[src/rtl/alu_arbiter.sv]
// alu_arbiter: two requesters share one 4-bit ALU.
//   Arbitration is round-robin, with at most one accept per cycle.
//   Each port has a one-entry registered response slot.
//   A saturating counter tracks accepted invalid opcodes.
// Ports:
//   clk_i, rst_ni          clock, asynchronous active-low reset
//   req{0,1}_valid_i/a_i/b_i/op_i, req{0,1}_ready_o   request channels
//     (ready is combinational)
//   rsp{0,1}_valid_o/result_o/err_o, rsp{0,1}_ready_i response channels
//   err_cnt_o              saturating count of accepted ops with op > 0xA
module alu_arbiter #(
   parameter int unsigned CNT_W = 8
) (
   input  logic             clk_i,
   input  logic             rst_ni,
   input  logic             req0_valid_i,
   output logic             req0_ready_o,
   input  logic [3:0]       req0_a_i,
   input  logic [3:0]       req0_b_i,
   input  logic [3:0]       req0_op_i,
   output logic             rsp0_valid_o,
   input  logic             rsp0_ready_i,
   output logic [3:0]       rsp0_result_o,
   output logic             rsp0_err_o,
   input  logic             req1_valid_i,
   output logic             req1_ready_o,
   input  logic [3:0]       req1_a_i,
   input  logic [3:0]       req1_b_i,
   input  logic [3:0]       req1_op_i,
   output logic             rsp1_valid_o,
   input  logic             rsp1_ready_i,
   output logic [3:0]       rsp1_result_o,
   output logic             rsp1_err_o,
   output logic [CNT_W-1:0] err_cnt_o
);

   localparam int unsigned DW = 4;
   localparam logic [CNT_W-1:0] CNT_MAX = '1;

   logic          ptr;          // 0: port 0 favoured on a tie
   logic          elig0, elig1;
   logic          gnt0, gnt1;
   logic [DW-1:0] alu_a, alu_b, alu_op, alu_res;
   logic          alu_err;

   // A slot is free when empty or being drained this cycle; reset masks eligibility.
   assign elig0 = rst_ni & req0_valid_i & (~rsp0_valid_o | rsp0_ready_i);
   assign elig1 = rst_ni & req1_valid_i & (~rsp1_valid_o | rsp1_ready_i);

   // Round-robin: a lone eligible port wins, a tie goes to the pointer.
   assign gnt0 = elig0 & (~elig1 | ~ptr);
   assign gnt1 = elig1 & (~elig0 |  ptr);

   assign req0_ready_o = gnt0;
   assign req1_ready_o = gnt1;

   // Operand mux: port 1 only when it holds the grant.
   always_comb begin
      alu_a  = req0_a_i;
      alu_b  = req0_b_i;
      alu_op = req0_op_i;
      if (gnt1) begin
         alu_a  = req1_a_i;
         alu_b  = req1_b_i;
         alu_op = req1_op_i;
      end
   end

   // Shared combinational ALU, all arithmetic mod 16.
   always_comb begin
      alu_res = '0;
      alu_err = 1'b0;
      case (alu_op)
         4'h0:    alu_res = alu_a + alu_b;
         4'h1:    alu_res = alu_a - alu_b;
         4'h2:    alu_res = alu_a & alu_b;
         4'h3:    alu_res = alu_a | alu_b;
         4'h4:    alu_res = alu_a ^ alu_b;
         4'h5:    alu_res = alu_a;
         4'h6:    alu_res = alu_b;
         4'h7:    alu_res = DW'(0) - alu_a;
         4'h8:    alu_res = DW'(0) - alu_b;
         4'h9:    alu_res = ~alu_a;
         4'hA:    alu_res = ~alu_b;
         default: alu_err = 1'b1;
      endcase
   end

   // Priority pointer flips to the other port after any grant.
   always_ff @(posedge clk_i or negedge rst_ni) begin
      if (!rst_ni) begin
         ptr <= 1'b0;
      end else if (gnt0) begin
         ptr <= 1'b1;
      end else if (gnt1) begin
         ptr <= 1'b0;
      end
   end

   // Port 0 response slot: a refill wins over a drain in the same cycle.
   always_ff @(posedge clk_i or negedge rst_ni) begin
      if (!rst_ni) begin
         rsp0_valid_o  <= 1'b0;
         rsp0_result_o <= '0;
         rsp0_err_o    <= 1'b0;
      end else if (gnt0) begin
         rsp0_valid_o  <= 1'b1;
         rsp0_result_o <= alu_res;
         rsp0_err_o    <= alu_err;
      end else if (rsp0_ready_i) begin
         rsp0_valid_o  <= 1'b0;
      end
   end

   // Port 1 response slot.
   always_ff @(posedge clk_i or negedge rst_ni) begin
      if (!rst_ni) begin
         rsp1_valid_o  <= 1'b0;
         rsp1_result_o <= '0;
         rsp1_err_o    <= 1'b0;
      end else if (gnt1) begin
         rsp1_valid_o  <= 1'b1;
         rsp1_result_o <= alu_res;
         rsp1_err_o    <= alu_err;
      end else if (rsp1_ready_i) begin
         rsp1_valid_o  <= 1'b0;
      end
   end

   // Saturating count of accepted invalid opcodes.
   always_ff @(posedge clk_i or negedge rst_ni) begin
      if (!rst_ni) begin
         err_cnt_o <= '0;
      end else if ((gnt0 | gnt1) && alu_err && (err_cnt_o != CNT_MAX)) begin
         err_cnt_o <= err_cnt_o + CNT_W'(1);
      end
   end

endmodule
[config.mk]
export PLATFORM = sky130hd
export DESIGN_NAME = alu_arbiter
export DESIGN_NICKNAME = d
export VERILOG_FILES = /design/src/rtl/alu_arbiter.sv
export SDC_FILE = /design/constraint.sdc
export NUM_CORES = 1
export LEC_CHECK = 0
export CORE_MARGIN = 8
export CORE_UTILIZATION = 30
export CTS_BUF_LIST = sky130_fd_sc_hd__clkbuf_8
export DETAILED_ROUTE_END_ITERATION = 6
export PLACE_DENSITY = 0.64
export SYNTH_ARGS = -nofsm -noshare
export SYNTH_HDL_FRONTEND = slang
export SYNTH_SLANG_ARGS = --single-unit
export TNS_END_PERCENT = 20
[constraint.sdc]
create_clock -name clk_i -period 2.93 [get_ports clk_i]
set_input_delay 0.879 -clock clk_i [delete_from_list [all_inputs] [get_ports clk_i]]
set_output_delay 0.879 -clock clk_i [all_outputs]
set_load 0.03 [all_outputs]
==> results of run 1 <==
[synth_stat cells (2+ instances only)]
master / count
nand2_1: 24
nor2_1: 23
dfrtp_1: 21
mux2i_1: 18
xnor2_1: 16
ha_1: 13
inv_1: 12
nor3_1: 12
a21oi_1: 11
clkbuf_1: 10
o21ai_0: 10
nand2b_1: 8
nand3_1: 8
and3_1: 6
a31oi_1: 5
mux2_2: 5
xor2_1: 5
nor2b_1: 4
a22oi_1: 3
mux2i_2: 3
nand4_1: 3
o21ai_1: 3
or3_1: 3
a2111oi_0: 2
a21o_1: 2
a221oi_1: 2
a32oi_1: 2
buf_2: 2
buf_6: 2
nor4b_1: 2
o21a_1: 2
o22ai_1: 2
[critical path, delay by kind of cell]
family,cells,cell delay (ns)
buffers and inverters,4,0.41
muxes,2,0.60
and+or+nand+nor,2,0.24
AOI/OAI and AO/OA,4,0.76
adders and majority gates,2,0.71
[area by class of cell]
cell class	count	area, um^2
flip-flops and latches	21	526
clock inverters	1	3.75
fillers	747	3760
multi-input cells	216	1660
repair buffers	129	1080
inverters	13	51.3
well taps	99	124
clock buffers	3	41.3
[cell families (layout without fill, tap and decap cells)]
logic type | count (synthesis) | count (layout) | synth area share
AND/OR/NAND/NOR | 100 | 100 | 0.230
AO/OA/AOI/OAI | 53 | 53 | 0.166
buffers and inverters | 29 | 146 | 0.0682
multiplexers | 28 | 28 | 0.140
XOR/XNOR | 21 | 21 | 0.0815
flip-flops | 21 | 21 | 0.233
adder cells (fa/ha/maj) | 14 | 14 | 0.0810
[metal layers]
layer	up-vias	GRT usage	wire, um
met5	-	0	0
met4	0	0.0474	162
met3	11	0.0162	449
met2	86	0.260	3680
met1	1172	0.188	3380
li1	1188	-	-
[state kept, by name (all words and copies together) (netlist names)]
name	flops
rsp0_err_o	1
rsp1_valid_o	1
rsp0_valid_o	1
rsp0_result_o	4
ptr	1
rsp1_result_o	4
err_cnt_o	8
rsp1_err_o	1
[what timing repair did]
action | 4_1_cts | 5_1_grt
buffers inserted | 7 | 0
resized for setup | 23 | 10
hold buffers | 0 | 0
endpoints found under the setup margin | 12 | 9
pin swaps | 10 | 6
[where the power goes]
group	switching, mW	internal [mW]	total (mW)
Combinational	0.457	0.423	0.880
Sequential	0.0712	0.364	0.436
Clock	0.0874	0.0933	0.181
[stage by stage]
| stage | area (um^2) | setup WS [ns] | power [mW] | utilization | hold WS (ns) |
|---|---|---|---|---|---|
| floorplan | 2270 | -0.770 | 0.901 | - | 0.481 |
| global placement | 3320 | -1.08 | 1.27 | 0.458 | 0.468 |
| detailed placement | 3320 | -1.15 | 1.28 | 0.458 | 0.465 |
| CTS | 3470 | -0.515 | 1.50 | 0.478 | 0.484 |
| global route | 3490 | -0.668 | 1.59 | 0.481 | 0.522 |
| finish | 3490 | -0.528 | 1.50 | 0.481 | 0.480 |
[worst max-delay path by stage]
stage               slack (ns)               end
finish                   -0.53  rsp1_result_o[1]
global route             -0.67  rsp1_result_o[1]
CTS                      -0.52  rsp0_result_o[2]
detailed placement       -1.15  rsp0_result_o[2]
global placement         -1.08  rsp0_result_o[2]
floorplan                -0.77  rsp0_result_o[3]
==> tab_implementation.tex, run 1 <==
\begin{tabular}{lr}
\hline
Metric & Value \\
\hline
\multicolumn{2}{l}{\textbf{Outcome}} \\
Outcome & complete, but fails checks \\
Violations in the final reports & setup timing \\
\multicolumn{2}{l}{\textbf{Power}} \\
Leakage power & 1.61 nW \\
Power Density & 429 nW/um\^{}2 \\
Worst-case vdd ir drop & 0.202 mV \\
\multicolumn{2}{l}{\textbf{Timing}} \\
Time the final worst path needs with I/O delays and setup & 3.46 ns \\
Slew @ Worst Pin & 0.519 ns \\
Post-route clock period utilization & 1.18 \\
Slew HR & 0.644 \\
Top achievable clock speed & 0.289 GHz \\
Final number of hold-violating endpoints & 0 \\
Number of max-slew violations in the final report & 0 \\
Worst clock skew & 0.00921 ns \\
Sum of negative setup slack & -2.67 ns \\
Unrepaired setup endpoints after global routing & true \\
Total setup violations reported at the end of the flow & 6 \\
Worst-case setup margin in the final layout & -0.528 ns \\
\multicolumn{2}{l}{\textbf{Drt}} \\
1st-iter DRT viols & 161 \\
Post-DRT Antenna Nets & 0 \\
Detailed-route vias per instance & 5.10 \\
Count of vias placed by the detailed router & 2,457 \\
Detailed-route wire length per cell & 15.9 um \\
Aggregate routed wire length & 7.67 mm \\
DRC violation count after routing & 0 \\
First-pass DRT Iterations & 7 \\
\multicolumn{2}{l}{\textbf{Clock network}} \\
TritonCTS Buffers & 3 \\
Clock Sink Count & 21 \\
CTS H-tree depth & 1 \\
TritonCTS clock tree & done \\
CTS clock-pin slew for the worst setup and hold paths & 0.07 ns \\
Clock latency of the later-clocked register in the worst-skew pair & 0.26 ns \\
Max clock buf depth & 2 \\
Clock root buffer & clkbuf\_8 \\
\multicolumn{2}{l}{\textbf{Synthesis}} \\
Fraction of synthesis flops using an asynchronous set or reset pin & 1.00 \\
Count of distinct cell types in the synthesized netlist & 54 \\
Cell taking the most area after synthesis & dfrtp\_1 \\
Number of enable flip-flop cells after synthesis & 0 \\
Synthesized netlist net count & 310 \\
Post-synthesis instance area & 2260 um\^{}2 \\
Share of Yosys cell area claimed by the top area cell type & 0.233 \\
Cells taking the most area after synthesis & dfrtp\_1 23\%, mux2i\_1 8.0\%, ha\_1 7.2\% \\
Portion of the post-synthesis area used by sequential elements & 0.233 \\
Synthesized instance count & 266 \\
Number of synthesized register bits & 21 \\
Average cell area after synthesis & 8.48 um\^{}2 \\
Yosys Warn Count & 0 \\
Top FF cell, synth & dfrtp\_1 \\
\multicolumn{2}{l}{\textbf{Critical path}} \\
CP Cell Sequence & buf\_6 -> nand2b\_4 -> a211o\_1 -> inv\_2 -> mux2\_4 -> inv\_4 -> ha\_4 -> mux2\_4 -> fa\_2 -> nand2b\_4 -> o211ai\_1 -> a311oi\_1 -> buf\_4 -> a21oi\_2 \\
RR Startpoint & rsp0\_valid\_o \\
Worst endpoint data arrival time & 3.60 ns \\
Required time at the endpoint of the critical path & 3.07 ns \\
Crit start category & input pin \\
Register-to-Register Path Depth & 13 \\
Critical path launch point & rsp0\_ready\_i \\
Slowest cell on the critical path & fa\_2 \\
Type of the worst setup path & in2reg \\
Worst reg2reg path endpoint & rsp1\_result\_o[1] \\
CP peak stage delay & 0.53 ns \\
Slack of the worst reg-to-reg path & -0.15 ns \\
Worst-path fanout max & 3 \\
Sort of element at the end of the critical path & flop \\
\multicolumn{2}{l}{\textbf{Global routing}} \\
Total Routing Usage GR & 0.149 \\
Total grt overflow & 0 \\
Maximum number of pins on one net before global-route repair & 24 \\
Via count of the first global-routing pass & 2,497 \\
Wire length of the first global-routing pass & 12.5 mm \\
Number of antenna violations at the first check in global routing & 0 \\
\multicolumn{2}{l}{\textbf{Final layout}} \\
Area growth syn-to-layout & 54.6\% \\
Most used cells in the layout excluding fill and tap cells & 78 x buf\_4, 44 x clkdlybuf4s50\_1, 24 x nand2\_1, 23 x nor2\_1, 21 x dfrtp\_1 \\
Count of nets after finishing & 428 \\
Ratio of cells with drive above 1 in the final layout & 0.305 \\
Count of placed standard cells in the final layout, fillers left out & 482 \\
Number of antenna diodes & 0 \\
Most common library cell in the layout ignoring fill and taps & buf\_4 \\
\multicolumn{2}{l}{\textbf{Min path}} \\
Worst hold path endpoint & rsp1\_err\_o \\
Worst min-delay path startpoint & rsp1\_err\_o \\
Hold Path Cell Cnt & 2 \\
Class of the tightest hold or removal check & reg2reg \\
\multicolumn{2}{l}{\textbf{Die}} \\
Chip Height & 103 um \\
Die width & 103 um \\
Die ar. & 10,600 um\^{}2 \\
Ports placed on the boundary & 52 \\
Num rows & 31 \\
Total core area & 7250 um\^{}2 \\
Starting utilization of the core area & 0.311 \\
\multicolumn{2}{l}{\textbf{Job}} \\
Max-cap viol count & 0 \\
\multicolumn{2}{l}{\textbf{Placement}} \\
Placed Cells & 471 \\
Placer congestion estimate & 1.02 \\
Count of buffers inserted at the top-level ports & 51 \\
Detailed placement HPWL & 6.39 mm \\
\hline
\end{tabular}
No activity file was read; power rests on OpenSTA's default activity.
==> inputs of run 2 (changes only) <==
- CORE_UTILIZATION: 30 -> 45
- PLACE_DENSITY: 0.64 -> 0.86
- SLEW_MARGIN: not set -> 20
==> run 2 against run 1 <==
  * The flow still finishes with violations (setup timing)
  * Sequential share of layout area down 0.48 points
  * Flip-flop and latch count is the same
  * Global-route usage increased by 7.1 points
  * Critical path type unchanged
  * Cell count shrank 6.4%
  * First-iteration DRC count rose by 43%
  * Sequential power increased by 2%
  * Largest cell class unchanged
  * Clock skew shrank 0.00088 ns
==> tab_implementation.tex, run 2 (synthesis gave the netlist of run 1 again) <==
\begin{tabular}{lr}
\hline
Metric & Value \\
\hline
\multicolumn{2}{l}{\textbf{Die}} \\
Die width & 86.8 um \\
Die ar. & 7540 um\^{}2 \\
Ports placed on the boundary & 52 \\
Num rows & 25 \\
Total core area & 4790 um\^{}2 \\
Starting utilization of the core area & 0.471 \\
Chip Height & 86.8 um \\
\multicolumn{2}{l}{\textbf{Clock network}} \\
CTS clock-pin slew for the worst setup and hold paths & 0.08 ns \\
Clock root buffer & clkbuf\_8 \\
CTS hold repair buffers & 0 \\
Max clock buf depth & 2 \\
CTS H-tree depth & 1 \\
TritonCTS clock tree & done \\
Clock latency of the later-clocked register in the worst-skew pair & 0.27 ns \\
Clock Sink Count & 21 \\
TritonCTS Buffers & 3 \\
\multicolumn{2}{l}{\textbf{Power}} \\
Leakage power & 1.64 nW \\
Worst-case vdd ir drop & 0.298 mV \\
Total design power & 1.58 mW \\
Power Density & 438 nW/um\^{}2 \\
\multicolumn{2}{l}{\textbf{Final layout}} \\
Area growth syn-to-layout & 59.7\% \\
Storage cell area & 526 um\^{}2 \\
Most common library cell in the layout ignoring fill and taps & buf\_4 \\
Number of antenna diodes & 0 \\
Count of placed standard cells in the final layout, fillers left out & 451 \\
Count of nets after finishing & 429 \\
Register ranked first by flip-flop count & err\_cnt\_o \\
Filler cell count in the final layout & 338 \\
Ratio of cells with drive above 1 in the final layout & 0.341 \\
Largest regs & err\_cnt\_o: 8 flops, rsp0\_result\_o: 4 flops, rsp1\_result\_o: 4 flops \\
Most used cells in the layout excluding fill and tap cells & 76 x buf\_4, 44 x clkdlybuf4s50\_1, 24 x nand2\_1, 23 x nor2\_1, 21 x dfrtp\_1 \\
Area used by multi-input combinational logic & 1760 um\^{}2 \\
Number of flip-flops under the largest register name & 8 \\
\multicolumn{2}{l}{\textbf{Timing}} \\
Number of max-slew violations in the final report & 0 \\
Final number of hold-violating endpoints & 0 \\
Slew HR & 0.680 \\
Total setup violations reported at the end of the flow & 7 \\
Sum of negative setup slack & -2.83 ns \\
Time the final worst path needs with I/O delays and setup & 3.44 ns \\
Unrepaired setup endpoints after global routing & true \\
Top achievable clock speed & 0.291 GHz \\
Post-route clock period utilization & 1.17 \\
Worst clock skew & 0.00834 ns \\
Worst-case setup margin in the final layout & -0.506 ns \\
Slew @ Worst Pin & 0.467 ns \\
\multicolumn{2}{l}{\textbf{Global routing}} \\
Maximum number of pins on one net before global-route repair & 24 \\
Number of antenna violations at the first check in global routing & 0 \\
Total Routing Usage GR & 0.221 \\
Wire length of the first global-routing pass & 13.1 mm \\
Via count of the first global-routing pass & 2,564 \\
Total grt overflow & 0 \\
\multicolumn{2}{l}{\textbf{Placement}} \\
Placed Cells & 438 \\
Placer congestion estimate & 0.974 \\
Pre-CTS worst setup slack & -1.26 ns \\
Detailed placement HPWL & 6.17 mm \\
Count of buffers inserted at the top-level ports & 51 \\
\multicolumn{2}{l}{\textbf{Outcome}} \\
Outcome & complete, but fails checks \\
Violations in the final reports & setup timing \\
\multicolumn{2}{l}{\textbf{Drt}} \\
Aggregate routed wire length & 8.23 mm \\
First-pass DRT Iterations & 4 \\
Count of vias placed by the detailed router & 2,518 \\
Post-DRT Antenna Nets & 0 \\
Detailed-route vias per instance & 5.58 \\
DRC violation count after routing & 0 \\
Detailed-route wire length per cell & 18.3 um \\
1st-iter DRT viols & 230 \\
\multicolumn{2}{l}{\textbf{Critical path}} \\
Required time at the endpoint of the critical path & 3.12 ns \\
Slowest cell on the critical path & a211o\_4 \\
Crit start category & input pin \\
Worst endpoint data arrival time & 3.62 ns \\
Sort of element at the end of the critical path & flop \\
Type of the worst setup path & in2reg \\
CP peak stage delay & 0.38 ns \\
CP Cell Sequence & buf\_6 -> nand2b\_4 -> a211o\_4 -> inv\_4 -> mux2\_4 -> inv\_4 -> ha\_4 -> mux2\_4 -> inv\_2 -> ha\_4 -> a21o\_1 -> a21oi\_4 -> xnor2\_2 -> mux2i\_1 -> nand2\_1 -> a31oi\_1 \\
Worst-path fanout max & 3 \\
Top cell family by delay on the critical path & compound AO/OA/AOI/OAI gates \\
Buffer and inverter count on the worst path & 4 \\
\multicolumn{2}{l}{\textbf{Job}} \\
Max-cap viol count & 0 \\
\multicolumn{2}{l}{\textbf{Min path}} \\
Class of the tightest hold or removal check & reg2reg \\
\hline
\end{tabular}
run 2: worst paths after layout:
check | startpoint | to | slack (ns) | cells past startpoint
worst max register to register | rsp1_valid_o | rsp1_result_o[3] | -0.17 | 15
worst min-delay path | rsp1_err_o | rsp1_err_o | 0.49 | 2
min in group asynchronous | rst_ni | rsp1_valid_o | 0.69 | 2
max in group asynchronous | rst_ni | rsp1_result_o[0] | 2.02 | 2
worst max-delay path | rsp0_ready_i | rsp1_result_o[3] | -0.51 | 16
worst min register to register | rsp1_err_o | rsp1_err_o | 0.49 | 2
run 2: what timing repair did:
action / 4_1_cts / 5_1_grt
buffers inserted: 8 / 1
pin swaps: 11 / 7
resized for setup: 40 / 20
endpoints found under the setup margin: 17 / 10
run 2: layout make-up:
type,instances,share of cell area
Multi-Input combinational cell,216,0.489
Sequential cell,21,0.146
Tap cell,67,0.0233
Timing Repair Buffer,130,0.314
Clock buffer,3,0.0115
Inverter,13,0.0149
Clock inverter,1,0.00139
run 2: metal layers:
layer	share of wire	GRT usage	vias up
met4	0.033	0.0955	0
met2	0.50	0.397	131
met5	0	0	-
met1	0.39	0.253	1176
met3	0.077	0.0302	22
li1	-	-	1189
run 2: tightest hold or removal path, cell delays in order (launching register included):
cell     delay (ns)
dfrtp_1        0.36
nand2_1        0.05
nand2_1        0.05
run 2: power breakdown:
| group | internal [mW] | switching (mW) |
|---|---|---|
| Sequential | 0.364 | 0.0798 |
| Clock | 0.0949 | 0.0953 |
| Combinational | 0.450 | 0.492 |
| Total | 0.909 | 0.667 |
run 2: stage by stage:
step                       util  hold slack [ns]  cell area, um^2
after global routing      0.753            0.508             3600
final                     0.753            0.486             3600
after floorplan               -            0.481             2270
after global placement    0.685            0.466             3280
after CTS                 0.736            0.482             3520
after detailed placement  0.685            0.463             3280
